## config.mk

```make
export PLATFORM = sky130hd
export DESIGN_NAME = i2s_dac_tx_flat
export DESIGN_NICKNAME = d
export VERILOG_FILES = /design/src/rtl/synth_audio_pkg.sv /design/src/rtl/i2s_dac_tx_if.sv /design/src/rtl/i2s_frame_timer.sv /design/src/rtl/i2s_dac_tx.sv /design/src/flat_wrapper.sv
export SDC_FILE = /design/constraint.sdc
export NUM_CORES = 1
export LEC_CHECK = 0
export BUFFER_PORTS_ARGS = -buffer_cell sky130_fd_sc_hd__buf_4
export CAP_MARGIN = 30
export CORE_MARGIN = 4
export CORE_UTILIZATION = 55
export CTS_BUF_LIST = sky130_fd_sc_hd__clkbuf_4 sky130_fd_sc_hd__clkbuf_8
export DETAILED_ROUTE_END_ITERATION = 12
export HOLD_SLACK_MARGIN = 0.05
export PLACE_DENSITY = 0.81
export SETUP_SLACK_MARGIN = 0.1
export SLEW_MARGIN = 0
export SYNTH_ARGS = -nofsm -noshare
export SYNTH_HDL_FRONTEND = slang
export SYNTH_SLANG_ARGS = --single-unit
```

## constraint.sdc

```tcl
create_clock -name CLK -period 5.2 [get_ports CLK]
set_clock_uncertainty 0.05 [all_clocks]
set_input_delay 0.52 -clock CLK [delete_from_list [all_inputs] [get_ports CLK]]
set_output_delay 0.52 -clock CLK [all_outputs]
set_load 0.05 [all_outputs]
```

## src/rtl/synth_audio_pkg.sv

```systemverilog
// Shared audio-path constants and the 16-bit output saturator.
package synth_audio_pkg;
  localparam int SAMPLE_W   = 16;
  localparam int TONE_W     = 32;
  localparam int SLOT_BITS  = 32;
  localparam int FRAME_BITS = 64;
  localparam int BIT_W      = $clog2(FRAME_BITS);

  localparam logic [SAMPLE_W-1:0] SAT_MAX = 16'h7FFF;
  localparam logic [SAMPLE_W-1:0] SAT_MIN = 16'h8000;

  localparam logic signed [TONE_W-1:0] T_MAX = 32'sd32767;
  localparam logic signed [TONE_W-1:0] T_MIN = -32'sd32768;

  function automatic logic [SAMPLE_W-1:0] sat16(input logic signed [TONE_W-1:0] t);
    if (t > T_MAX)      return SAT_MAX;
    else if (t < T_MIN) return SAT_MIN;
    else                return t[SAMPLE_W-1:0];
  endfunction
endpackage

```

## src/rtl/i2s_dac_tx_if.sv

```systemverilog
// Sample handshake between the note-iteration FSM and the DAC output stage.
interface i2s_dac_tx_if;
  import synth_audio_pkg::*;
  logic [TONE_W-1:0] SAMPLE_IN;
  logic              SAMPLE_VALID;
  logic              SAMPLE_REQ;

  modport master (output SAMPLE_IN, output SAMPLE_VALID, input SAMPLE_REQ);
  modport slave  (input SAMPLE_IN, input SAMPLE_VALID, output SAMPLE_REQ);
endinterface

```

## src/rtl/i2s_frame_timer.sv

```systemverilog
// BCLK divider and 64-bit frame position counter; strobes are combinational
// so the consumer can update its outputs on the same edge BCLK falls.
module i2s_frame_timer
  import synth_audio_pkg::*;
#(
  parameter int BCLK_DIV = 8
) (
  input  logic             CLK,
  input  logic             RESET,
  output logic             o_bclk,
  output logic             o_fall,
  output logic             o_frame,
  output logic [BIT_W-1:0] o_bit_cnt
);
  localparam int DW = (BCLK_DIV > 1) ? $clog2(BCLK_DIV) : 1;

  logic [DW-1:0]    r_div;
  logic             r_bclk;
  logic [BIT_W-1:0] r_bit_cnt;
  logic             w_wrap;

  assign w_wrap    = (r_div == DW'(BCLK_DIV - 1));
  assign o_fall    = w_wrap & r_bclk;
  assign o_frame   = o_fall & (r_bit_cnt == BIT_W'(FRAME_BITS - 1));
  assign o_bclk    = r_bclk;
  assign o_bit_cnt = r_bit_cnt;

  always_ff @(posedge CLK) begin
    if (RESET) begin
      r_div     <= '0;
      r_bclk    <= 1'b0;
      r_bit_cnt <= BIT_W'(FRAME_BITS - 1);
    end else begin
      if (w_wrap) begin
        r_div  <= '0;
        r_bclk <= ~r_bclk;
      end else begin
        r_div  <= r_div + DW'(1);
      end
      if (o_fall) r_bit_cnt <= r_bit_cnt + BIT_W'(1);
    end
  end
endmodule

```

## src/rtl/i2s_dac_tx.sv

```systemverilog
// Mono I2S DAC transmitter: captures, scales and saturates the accumulated
// tone, then serialises the same 16-bit word into both slots of each frame.
module i2s_dac_tx
  import synth_audio_pkg::*;
#(
  parameter int BCLK_DIV  = 8,
  parameter int OUT_SHIFT = 12
) (
  input  logic         CLK,
  input  logic         RESET,
  i2s_dac_tx_if.slave  sif,
  input  logic         MUTE,
  input  logic         UNDERRUN_CLR,
  output logic         UNDERRUN,
  output logic         AUD_BCLK,
  output logic         AUD_DACLRCK,
  output logic         AUD_DACDAT
);
  logic                       w_fall, w_frame;
  logic [BIT_W-1:0]           w_bit_cnt, w_b;
  logic [BIT_W-2:0]           w_p;
  logic [3:0]                 w_idx;
  logic                       w_bit;
  logic signed [TONE_W-1:0]   w_t;

  logic                r_lrck, r_dat, r_req, r_unrun, r_fresh;
  logic [SAMPLE_W-1:0] r_buf, r_shift;

  i2s_frame_timer #(.BCLK_DIV(BCLK_DIV)) u_tmr (
    .CLK       (CLK),
    .RESET     (RESET),
    .o_bclk    (AUD_BCLK),
    .o_fall    (w_fall),
    .o_frame   (w_frame),
    .o_bit_cnt (w_bit_cnt)
  );

  // Position the fall event is moving to; slot bit 0 is the I2S delay bit.
  assign w_b   = w_bit_cnt + BIT_W'(1);
  assign w_p   = w_b[BIT_W-2:0];
  assign w_idx = 4'(5'd16 - w_p);
  assign w_bit = (w_p != '0 && w_p <= 5'd16) ? r_shift[w_idx] : 1'b0;
  assign w_t   = $signed(sif.SAMPLE_IN) >>> OUT_SHIFT;

  assign sif.SAMPLE_REQ = r_req;
  assign UNDERRUN       = r_unrun;
  assign AUD_DACLRCK    = r_lrck;
  assign AUD_DACDAT     = r_dat;

  always_ff @(posedge CLK) begin
    if (RESET) begin
      r_lrck  <= 1'b0;
      r_dat   <= 1'b0;
      r_req   <= 1'b0;
      r_unrun <= 1'b0;
      r_buf   <= '0;
      r_fresh <= 1'b0;
      r_shift <= '0;
    end else begin
      r_req <= w_frame;
      if (w_fall) begin
        r_lrck <= w_b[BIT_W-1];
        r_dat  <= w_bit;
      end
      // Load reads the pre-capture buffer, so a coincident strobe lands next frame.
      if (w_frame) r_shift <= MUTE ? '0 : r_buf;
      if (sif.SAMPLE_VALID) r_buf <= sat16(w_t);
      if (sif.SAMPLE_VALID) r_fresh <= 1'b1;
      else if (w_frame)     r_fresh <= 1'b0;
      if (w_frame && !r_fresh) r_unrun <= 1'b1;
      else if (UNDERRUN_CLR)   r_unrun <= 1'b0;
    end
  end
endmodule

```

## src/flat_wrapper.sv

```systemverilog
// flat-port wrapper written by rule: the top's interface ports become plain ports
module i2s_dac_tx_flat import synth_audio_pkg::*;
#(
  parameter int BCLK_DIV  = 8,
  parameter int OUT_SHIFT = 12
)
  (CLK, RESET, MUTE, UNDERRUN_CLR, UNDERRUN, AUD_BCLK, AUD_DACLRCK, AUD_DACDAT, sif_SAMPLE_IN, sif_SAMPLE_VALID, sif_SAMPLE_REQ);
  i2s_dac_tx_if sif_i ();
  input  logic CLK;
  input  logic RESET;
  input  logic MUTE;
  input  logic UNDERRUN_CLR;
  output logic UNDERRUN;
  output logic AUD_BCLK;
  output logic AUD_DACLRCK;
  output logic AUD_DACDAT;
  input wire logic [$bits(sif_i.SAMPLE_IN)-1:0] sif_SAMPLE_IN;
  input wire logic [$bits(sif_i.SAMPLE_VALID)-1:0] sif_SAMPLE_VALID;
  output wire logic [$bits(sif_i.SAMPLE_REQ)-1:0] sif_SAMPLE_REQ;
  assign sif_i.SAMPLE_IN = sif_SAMPLE_IN;
  assign sif_i.SAMPLE_VALID = sif_SAMPLE_VALID;
  assign sif_SAMPLE_REQ = sif_i.SAMPLE_REQ;
  i2s_dac_tx #(.BCLK_DIV(BCLK_DIV), .OUT_SHIFT(OUT_SHIFT)) u_core (.CLK(CLK), .RESET(RESET), .sif(sif_i), .MUTE(MUTE), .UNDERRUN_CLR(UNDERRUN_CLR), .UNDERRUN(UNDERRUN), .AUD_BCLK(AUD_BCLK), .AUD_DACLRCK(AUD_DACLRCK), .AUD_DACDAT(AUD_DACDAT));
endmodule
```

==> reports/qor.yml, run 1 <==
synthesis:
  synth_cells: 196
  yosysUniqueCellTypes: 38
  yosysWarnings: 0
  synthFlopType: "dfxtp_1"
  synth_edf_count: 0
  syn_nets: 236
  ys_seq_elements: 47
  synth_seq_area_share_pct: 48.7
  syn_area_um2: 1930
  async_flop_share_pct: 0
  syn_area_per_cell_um2: 9.85
placement:
  dp_hpwl_um: 2550
  dp.cells: 259
  gp_congestion: 0.843
  postPlaceCellArea_um2: 2150
  dp_slack_ns: 2.83
  port_buffers: 29
floorplan:
  ios: 42
  die_w_um: 67.2
  initial_core_util_pct: 57.4
  core_area_um2: 3360
  dieArea_um2: 4520
  die_h_um: 67.2
  row_count: 21
run_status:
  status: "finished clean"
sta:
  relSlewSlack_pct: 38.7
  setup_slack_ns: 2.81
  final_max_slew_viol_count: 0
  min_period_over_period_pct: 46.0
  setup_tns_ns: 0
  grt_setup_unrepaired: "no"
  worst_slew_pin_slew_ns: 0.915
  fmax_ghz: 0.418
  min_period_ns: 2.39
  setup_viol: 0
  hold_viol_final: 0
global_routing:
  grt_pass1_wl_um: 6320
  grt_max_degree: 35
  grt_util_all_layers_pct: 18.2
  grt-ovfl-total: 0
  grt_pass1_vias: 1531
  grt_antenna_before_repair: 0
clock_tree:
  clock-sinks: 47
  cts_made_buffers: 5
  cts_resized: 0
  cts_setup_buffers: 0
  cts_tree: "built"
  postCtsHoldBufs: 0
  path_clk_slew_ns: 0.15
  root_buffer: "clkbuf_4"
  clock_path_buffers: 2
  clock_latency_ns: 0.36
  h-tree-depth: 2
power_and_ir_drop:
  p_per_area_nw_per_um2: 265
  leakagePower_nw: 0.889
  ir_worst_vdd_v: 0.000225
drt:
  dr.first_iter.drc_count: 81
  drtAntennaViolNets: 0
  vias: 1483
  drt_pre_antenna_iters: 4
  post_drt_wl_per_cell_um: 13.0
  drc: 0
  wl_um: 3470
  viasPerCell: 5.55
flow_run:
  maxCapViolations: 0
critical_path:
  critPathMaxFanout: 16
  endpoint_kind: "flip-flop"
  crit_path_cell_trace: "ha_1 -> ha_1 -> nand3_1 -> nor2_2 -> nand2_1 -> nor3_2 -> a22o_1"
  startpoint_type: "flip-flop"
  crit_top_cell: "ha_1"
  critPathKind: "flip-flop to flip-flop"
  crit_slowest_cell: "nor3_2"
  max_stage_delay_ns: 0.71
  critPathRequiredTime_ns: 5.45
  arrival_ns: 2.64
finish:
  layoutNonFillerInstCount: 267
  diodes: 0
  layout-drive-gt1-share_pct: 21.3
  syn_to_final_growth_pct: 14.7
  fin_nets: 260
  fin_area_um2: 2210
hold_path:
  hold_path.class: "input port to flip-flop"
## through the flow
| stage | hold slack (ns) | total power [mW] | util [%] |
|---|---|---|---|
| floorplan | 0.354 | 0.403 | - |
| global placement | 0.362 | 0.420 | 63.6 |
| detailed placement | 0.398 | 0.424 | 64.0 |
| CTS | 0.356 | 0.594 | 65.8 |
| global route | 0.381 | 0.616 | 65.8 |
| finish | 0.354 | 0.588 | 65.8 |
## per-layer routing
metal | GRT usage, % | routed length, µm | up-vias
li1 | - | - | 746
met1 | 21.1 | 1510 | 705
met2 | 32.1 | 1770 | 26
met3 | 5.66 | 155 | 6
met4 | 5.32 | 38 | 0
met5 | 0 | 0 | -
## registers in the layout, summed over array words and instances (netlist names)
name,count
u_core.r_buf,16
u_core.r_shift,16
u_core.AUD_DACLRCK,1
u_core.u_tmr.o_bit_cnt,6
u_core.UNDERRUN,1
u_core.u_tmr.o_bclk,1
u_core.r_fresh,1
u_core.AUD_DACDAT,1
u_core.sif.SAMPLE_REQ,1
u_core.u_tmr.r_div,3
## cells in the mapped netlist, types with 3 or more instances
| cell | number | share of area [%] |
|---|---|---|
| o21ai_0 | 16 | 4.1 |
| xnor2_1 | 4 | 1.8 |
| nand3_1 | 3 | 0.78 |
| dfxtp_1 | 47 | 49 |
| mux4_2 | 4 | 4.7 |
| nor2_1 | 12 | 2.3 |
| a22o_1 | 16 | 7.3 |
| nand2b_1 | 21 | 6.8 |
| ha_1 | 3 | 1.9 |
| clkbuf_1 | 10 | 1.9 |
| nand2_1 | 6 | 1.2 |
| a21oi_1 | 20 | 5.2 |
## cells in the final DEF, fill, tap and decap left out
| master | instances |
|---|---|
| a21oi_1 | 20 |
| inv_1 | 2 |
| nor2b_1 | 2 |
| nand3_1 | 3 |
| a211oi_1 | 1 |
| nor3b_2 | 1 |
| o21bai_1 | 1 |
| buf_2 | 1 |
| a211o_1 | 2 |
| xor2_1 | 2 |
| nor4bb_1 | 1 |
| a21boi_1 | 1 |
| ha_1 | 3 |
| nor4_1 | 1 |
| clkbuf_4 | 5 |
| o21ai_0 | 16 |
| nor2_1 | 12 |
| o41ai_2 | 1 |
| or3_1 | 1 |
| dfxtp_1 | 47 |
| a21boi_0 | 1 |
| and3_1 | 2 |
| buf_4 | 30 |
| nand2_1 | 6 |
| xnor2_1 | 4 |
| and2_1 | 1 |
| nor3_2 | 1 |
| mux2i_1 | 1 |
| mux4_2 | 4 |
| o22ai_1 | 1 |
| a22o_1 | 16 |
| nor3_1 | 2 |
| clkinv_4 | 2 |
| nand2b_1 | 21 |
| nand4_1 | 1 |
| nor2_2 | 1 |
| nand3b_1 | 1 |
| nor3b_1 | 2 |
| clkinvlp_4 | 1 |
## cell type report
type,count,area [µm²]
tap,46,57.6
multi-input combinational,133,916
clock buffer,5,37.5
inverter,2,7.51
clock inverter,3,25.0
fill,296,1150
timing repair buffer,31,230
sequential,47,941
## worst paths after layout
check | depth (start not counted) | slack (ns) | endpoint | from
hold / removal | 3 | 0.35 | u_core.r_buf[15]$_SDFFE_PP0P_ | sif_SAMPLE_IN[31]
hold reg to reg | 1 | 0.40 | u_core.u_tmr.r_div[0]$_SDFF_PP0_ | u_core.u_tmr.r_div[0]$_SDFF_PP0_
setup / recovery | 7 | 2.81 | u_core.r_shift[4]$_SDFFE_PP0P_ | u_core.u_tmr.r_div[0]$_SDFF_PP0_
setup reg to reg | 7 | 2.81 | u_core.r_shift[4]$_SDFFE_PP0P_ | u_core.u_tmr.r_div[0]$_SDFF_PP0_
## critical path: cells and delay by family, from the launching register on
family | cells | cell delay [ns]
adders and majority gates | 2 | 0.44
and+or+nand+nor | 4 | 1.24
AOI/OAI and AO/OA | 1 | 0.24
DFF | 1 | 0.36
## cell families (layout without fill, tap and decap cells)
| kind of cell | after synthesis | count (layout) | share of synthesized area [%] |
|---|---|---|---|
| AO/OA/AOI/OAI | 60 | 60 | 20.2 |
| XOR/XNOR | 6 | 6 | 2.72 |
| adder cells (fa/ha/maj) | 3 | 3 | 1.94 |
| buffers and inverters | 16 | 41 | 3.82 |
| flip-flops | 47 | 47 | 48.7 |
| multiplexers | 5 | 5 | 5.18 |
| AND/OR/NAND/NOR | 59 | 59 | 17.4 |
## report_power, final
| group | switching (mW) | internal [mW] | total, mW | leakage, nW |
|---|---|---|---|---|
| Sequential | 0.00498 | 0.370 | 0.375 | 0.382 |
| Combinational | 0.0191 | 0.0217 | 0.0407 | 0.476 |
| Clock | 0.118 | 0.0543 | 0.172 | 0.0314 |
Power figures use the tool's default switching activity.
==> run 2, diff against run 1 <==
Clock period 5.2 ns to 2.3 ns, I/O delays scaled along.
==> reports/qor.yml, run 2 (same netlist as run 1, synthesis figures left out) <==
critical_path:
  endpoint_kind: "flip-flop"  # unchanged
  crit_family: "simple AND/OR/NAND/NOR gates"  # unchanged
  critPathMaxFanout: 8  # was 16
  critPathKind: "flip-flop to flip-flop"  # unchanged
  arrival_ns: 2.26  # was 2.64 ns
  crit_slowest_cell: "dfxtp_2"  # was nor3_2
  crit_path_cell_trace: "ha_2 -> nor4bb_1 -> a211o_1 -> nor3b_2 -> o22ai_1 -> nor2b_1 -> o41ai_2"  # was ha_1 -> ha_1 -> nand3_1 -> nor2_2 -> nand2_1 -> nor3_2 -> a22o_1
  crit_buf_inv: 0  # unchanged
  startpoint_type: "flip-flop"  # unchanged
  critPathRequiredTime_ns: 2.52  # was 5.45 ns
  max_stage_delay_ns: 0.39  # was 0.71 ns
global_routing:
  grt-ovfl-total: 0  # unchanged
  grt_antenna_before_repair: 0  # unchanged
  grt_max_degree: 35  # unchanged
  grt_pass1_vias: 1488  # was 1531
  grt_pass1_wl_um: 6070  # was 6320 µm
  grt_util_all_layers_pct: 17.6  # was 18.2%
clock_tree:
  h-tree-depth: 2  # unchanged
  cts_setup_buffers: 0  # unchanged
  cts_tree: "built"  # unchanged
  clock-sinks: 47  # unchanged
  path_clk_slew_ns: 0.13  # was 0.15 ns
  root_buffer: "clkbuf_4"  # unchanged
  cts_made_buffers: 5  # unchanged
  postCtsHoldBufs: 0  # unchanged
  cts_resized: 0  # unchanged
  clock_latency_ns: 0.35  # was 0.36 ns
  clock_path_buffers: 2  # unchanged
sta:
  fmax_ghz: 0.490  # was 0.418 GHz
  setup_slack_ns: 0.259  # was 2.81 ns
  min_period_ns: 2.04  # was 2.39 ns
  setup_tns_ns: 0  # unchanged
  grt_setup_unrepaired: "no"  # unchanged
  setup_viol: 0  # unchanged
  relSlewSlack_pct: 49.4  # was 38.7%
  min_period_over_period_pct: 88.7  # was 46.0%
  final_max_slew_viol_count: 0  # unchanged
  worst_slew_pin_slew_ns: 0.755  # was 0.915 ns
  hold_viol_final: 0  # unchanged
flow_run:
  maxCapViolations: 0  # unchanged
finish:
  fillers: 295  # was 296
  syn_to_final_growth_pct: 15.9  # was 14.7%
  layout-drive-gt1-share_pct: 23.2  # was 21.3%
  multi_input_area_um2: 918  # was 916 µm²
  regArea_um2: 942  # was 941 µm²
  layout_common_cells: "dfxtp_1, buf_4, nand2b_1"  # unchanged
  final_util_pct: 66.6  # was 65.8%
  final_common_cell: "dfxtp_1"  # unchanged
  layoutNonFillerInstCount: 270  # was 267
  fin_nets: 263  # was 260
  diodes: 0  # unchanged
power_and_ir_drop:
  p_per_area_nw_per_um2: 586  # was 265 nW/µm²
  leakagePower_nw: 0.899  # was 0.889 nW
  ir_worst_vdd_v: 0.000396  # was 0.000225 V
drt:
  post_drt_wl_per_cell_um: 12.8  # was 13.0 µm
  drc: 0  # unchanged
  vias: 1469  # was 1483
  drtAntennaViolNets: 0  # unchanged
  dr.first_iter.drc_count: 83  # was 81
  viasPerCell: 5.44  # was 5.55
  drt_pre_antenna_iters: 4  # unchanged
  wl_um: 3470  # about the same
floorplan:
  row_count: 21  # unchanged
  die_w_um: 67.2  # unchanged
  core_area_um2: 3360  # unchanged
  dieArea_um2: 4520  # unchanged
  ios: 42  # unchanged
  die_h_um: 67.2  # unchanged
  initial_core_util_pct: 57.4  # unchanged
placement:
  dp_slack_ns: 0.173  # was 2.83 ns
  dp.cells: 262  # was 259
  gp_congestion: 0.844  # was 0.843
  dp_hpwl_um: 2550  # about the same
  port_buffers: 29  # unchanged
hold_path:
  hold_path.class: "input port to flip-flop"  # unchanged
run_status:
  status: "finished clean"  # unchanged
run 2: cell type report:
class / count / share of cell area, %
flip-flops and latches: 47 / 42.1
multi-input cells: 133 / 41.0
repair buffers: 34 / 11.4
well taps: 46 / 2.57
clock buffers: 5 / 1.68
clock inverters: 3 / 0.894
inverters: 2 / 0.335
run 2: path summary, 6_finish.rpt:
check | startpoint | end | slack (ns) | cells after the start
setup / recovery | u_core.u_tmr.o_bit_cnt[1]$_SDFFE_PP1P_ | u_core.AUD_DACDAT$_SDFFE_PP0P_ | 0.26 | 7
hold / removal | sif_SAMPLE_IN[31] | u_core.r_buf[15]$_SDFFE_PP0P_ | 0.08 | 3
setup reg to reg | u_core.u_tmr.o_bit_cnt[1]$_SDFFE_PP1P_ | u_core.AUD_DACDAT$_SDFFE_PP0P_ | 0.26 | 7
hold reg to reg | u_core.u_tmr.r_div[0]$_SDFF_PP0_ | u_core.u_tmr.r_div[0]$_SDFF_PP0_ | 0.39 | 1
run 2: stage by stage:
step	hold WS [ns]	total power [mW]	instance area, µm²
final	0.0786	1.31	2240
after global routing	0.0806	1.38	2240
after CTS	0.0643	1.33	2230
after detailed placement	0.377	0.959	2180
after global placement	0.363	0.950	2170
after floorplan	0.327	0.912	1930
run 2: worst register-to-register path: stages (launching register included):
cell      delay [ns]
dfxtp_2         0.39
ha_2            0.35
nor4bb_1        0.32
a211o_1         0.16
nor3b_2         0.19
o22ai_1         0.09
nor2b_1         0.15
o41ai_2         0.26
run 2: metal layers:
metal | track usage [%] | vias to the layer above | share of wire, %
met1 | 20.6 | 683 | 44
met4 | 7.59 | 0 | 1.5
met5 | 0 | - | 0
met2 | 30.3 | 31 | 50
li1 | - | 749 | -
met3 | 4.33 | 6 | 4.4
run 2: where the power goes:
part           internal [mW]  switching (mW)
Clock                  0.117           0.255
Combinational         0.0496          0.0442
Sequential             0.835          0.0111
Total                   1.00           0.311
==> run 3, diff against run 2 <==
Settings changed: CORE_MARGIN 4 to unset.
==> reports/qor.yml, run 3 (same netlist as run 1, synthesis figures left out) <==
global_routing:
  grt_util_all_layers_pct: 20.9  # was 17.6%
  grt_antenna_before_repair: 0  # unchanged
  grt_pass1_vias: 1282  # was 1488
  grt-ovfl-total: 0  # unchanged
  grt_pass1_wl_um: 5660  # was 6070 µm
  grt_max_degree: 35  # unchanged
clock_tree:
  cts_setup_buffers: 0  # unchanged
  postCtsHoldBufs: 0  # unchanged
  root_buffer: "clkbuf_4"  # unchanged
  clock-sinks: 47  # unchanged
  cts_tree: "built"  # unchanged
  clock_latency_ns: 0.35  # about the same
  path_clk_slew_ns: 0.14  # was 0.13 ns
  cts_resized: 0  # unchanged
  cts_made_buffers: 5  # unchanged
  clock_path_buffers: 2  # unchanged
  h-tree-depth: 2  # unchanged
sta:
  fmax_ghz: 0.481  # was 0.490 GHz
  setup_slack_ns: 0.219  # was 0.259 ns
  min_period_ns: 2.08  # was 2.04 ns
  min_period_over_period_pct: 90.5  # was 88.7%
  setup_viol: 0  # unchanged
  grt_setup_unrepaired: "no"  # unchanged
  final_max_slew_viol_count: 0  # unchanged
  worst_hold_slack_ns: 0.0799  # was 0.0786 ns
  setup_tns_ns: 0  # unchanged
  worst_slew_pin_slew_ns: 0.713  # was 0.755 ns
  hold_viol_final: 0  # unchanged
  relSlewSlack_pct: 52.3  # was 49.4%
floorplan:
  core_area_um2: 3340  # was 3360 µm²
  die_h_um: 61.2  # was 67.2 µm
  ios: 42  # unchanged
  dieArea_um2: 3750  # was 4520 µm²
  die_w_um: 61.2  # was 67.2 µm
  row_count: 21  # unchanged
  initial_core_util_pct: 57.9  # was 57.4%
critical_path:
  crit_slowest_cell: "dfxtp_1"  # was dfxtp_2
  worst_r2r_path_depth: 7  # unchanged
  startpoint_type: "flip-flop"  # unchanged
  crit_path_cell_trace: "ha_2 -> nor4bb_1 -> a211o_1 -> nor3b_2 -> o22ai_1 -> nor2b_1 -> o41ai_2"  # unchanged
  critPathKind: "flip-flop to flip-flop"  # unchanged
  critPathMaxFanout: 8  # unchanged
  crit_buf_inv: 0  # unchanged
  endpoint_kind: "flip-flop"  # unchanged
  max_stage_delay_ns: 0.43  # was 0.39 ns
  crit_family: "simple AND/OR/NAND/NOR gates"  # unchanged
  crit_cells: 7  # unchanged
  critPathRequiredTime_ns: 2.51  # was 2.52 ns
  arrival_ns: 2.29  # was 2.26 ns
hold_path:
  holdPathStages: 3  # unchanged
  hold_path.class: "input port to flip-flop"  # unchanged
drt:
  vias: 1446  # was 1469
  post_drt_wl_per_cell_um: 12.7  # was 12.8 µm
  drt_pre_antenna_iters: 4  # unchanged
  drtAntennaViolNets: 0  # unchanged
  viasPerCell: 5.36  # was 5.44
  dr.first_iter.drc_count: 55  # was 83
  drc: 0  # unchanged
  wl_um: 3430  # was 3470 µm
power_and_ir_drop:
  power_frac_comb_pct: 6.0  # was 7.1%
  leakagePower_nw: 0.924  # was 0.899 nW
  p_seq_share_pct: 55.4  # was 64.5%
  ir_worst_vdd_v: 0.000386  # was 0.000396 V
  p_clk_share_pct: 38.5  # was 28.4%
  power.net_switching_mw: 0.304  # was 0.311 mW
  switching_share_pct: 19.9  # was 23.7%
  p_int_mw: 1.22  # was 1.00 mW
  p_per_area_nw_per_um2: 668  # was 586 nW/µm²
  power_mw: 1.53  # was 1.31 mW
placement:
  dp_hpwl_um: 2490  # was 2550 µm
  gp_congestion: 0.774  # was 0.844
  port_buffers: 29  # unchanged
  dp_slack_ns: 0.134  # was 0.173 ns
flow_run:
  maxCapViolations: 0  # unchanged
finish:
  layout_common_cells: "dfxtp_1, buf_4, nand2b_1"  # unchanged
  regArea_um2: 941  # was 942 µm²
  syn_to_final_growth_pct: 18.3  # was 15.9%
  diodes: 0  # unchanged
  fillers: 268  # was 295
  layout-drive-gt1-share_pct: 22.8  # was 23.2%
  fin_nets: 263  # unchanged
  multi_input_area_um2: 918  # unchanged
  final_common_cell: "dfxtp_1"  # unchanged
run_status:
  status: "finished clean"  # unchanged
## run 3: area by class of cell
type                    instances  share of cell area, %
clock buffers                   5                   1.64
repair buffers                 34                   11.2
flip-flops and latches         47                   41.2
inverters                       2                  0.329
well taps                      46                   2.52
clock inverters                 3                   2.96
multi-input cells             133                   40.2
## run 3: path summary, 6_finish.rpt
kind / startpoint / endpoint / slack, ns
max: u_core.u_tmr.o_bit_cnt[1]$_SDFFE_PP1P_ / u_core.AUD_DACDAT$_SDFFE_PP0P_ / 0.22
min: sif_SAMPLE_IN[31] / u_core.r_buf[15]$_SDFFE_PP0P_ / 0.08
max reg2reg: u_core.u_tmr.o_bit_cnt[1]$_SDFFE_PP1P_ / u_core.AUD_DACDAT$_SDFFE_PP0P_ / 0.22
min reg2reg: u_core.u_tmr.r_div[0]$_SDFF_PP0_ / u_core.u_tmr.r_div[0]$_SDFF_PP0_ / 0.39
## run 3: worst min-delay path: stages
cell,delay [ns]
buf_4,0.09
mux2i_1,0.06
nor2_1,0.08
## run 3: power by group through the flow
stage               registers, mW  clock network, mW  logic [mW]
detailed placement          0.865                  0      0.0921
finish                      0.847              0.589      0.0917
floorplan                   0.862                  0      0.0500
global route                0.850              0.641       0.102
CTS                         0.847              0.609      0.0926
global placement            0.864                  0      0.0867
## run 3: metrics by stage
stage                     area [µm²]  cells  utilization (%)
after detailed placement        2180    262             65.2
after floorplan                 1930    196                -
after CTS                       2280    270             68.4
after global routing            2280    270             68.5
final                           2280    270             68.5
after global placement          2170    261             65.0
## run 3: metal layers
| metal | vias to the layer above | wire, µm | track usage, % |
|---|---|---|---|
| li1 | 749 | - | - |
| met1 | 668 | 1600 | 26.5 |
| met2 | 27 | 1690 | 33.7 |
| met3 | 2 | 110 | 5.67 |
| met4 | 0 | 27 | 8.77 |
| met5 | - | 0 | 0 |
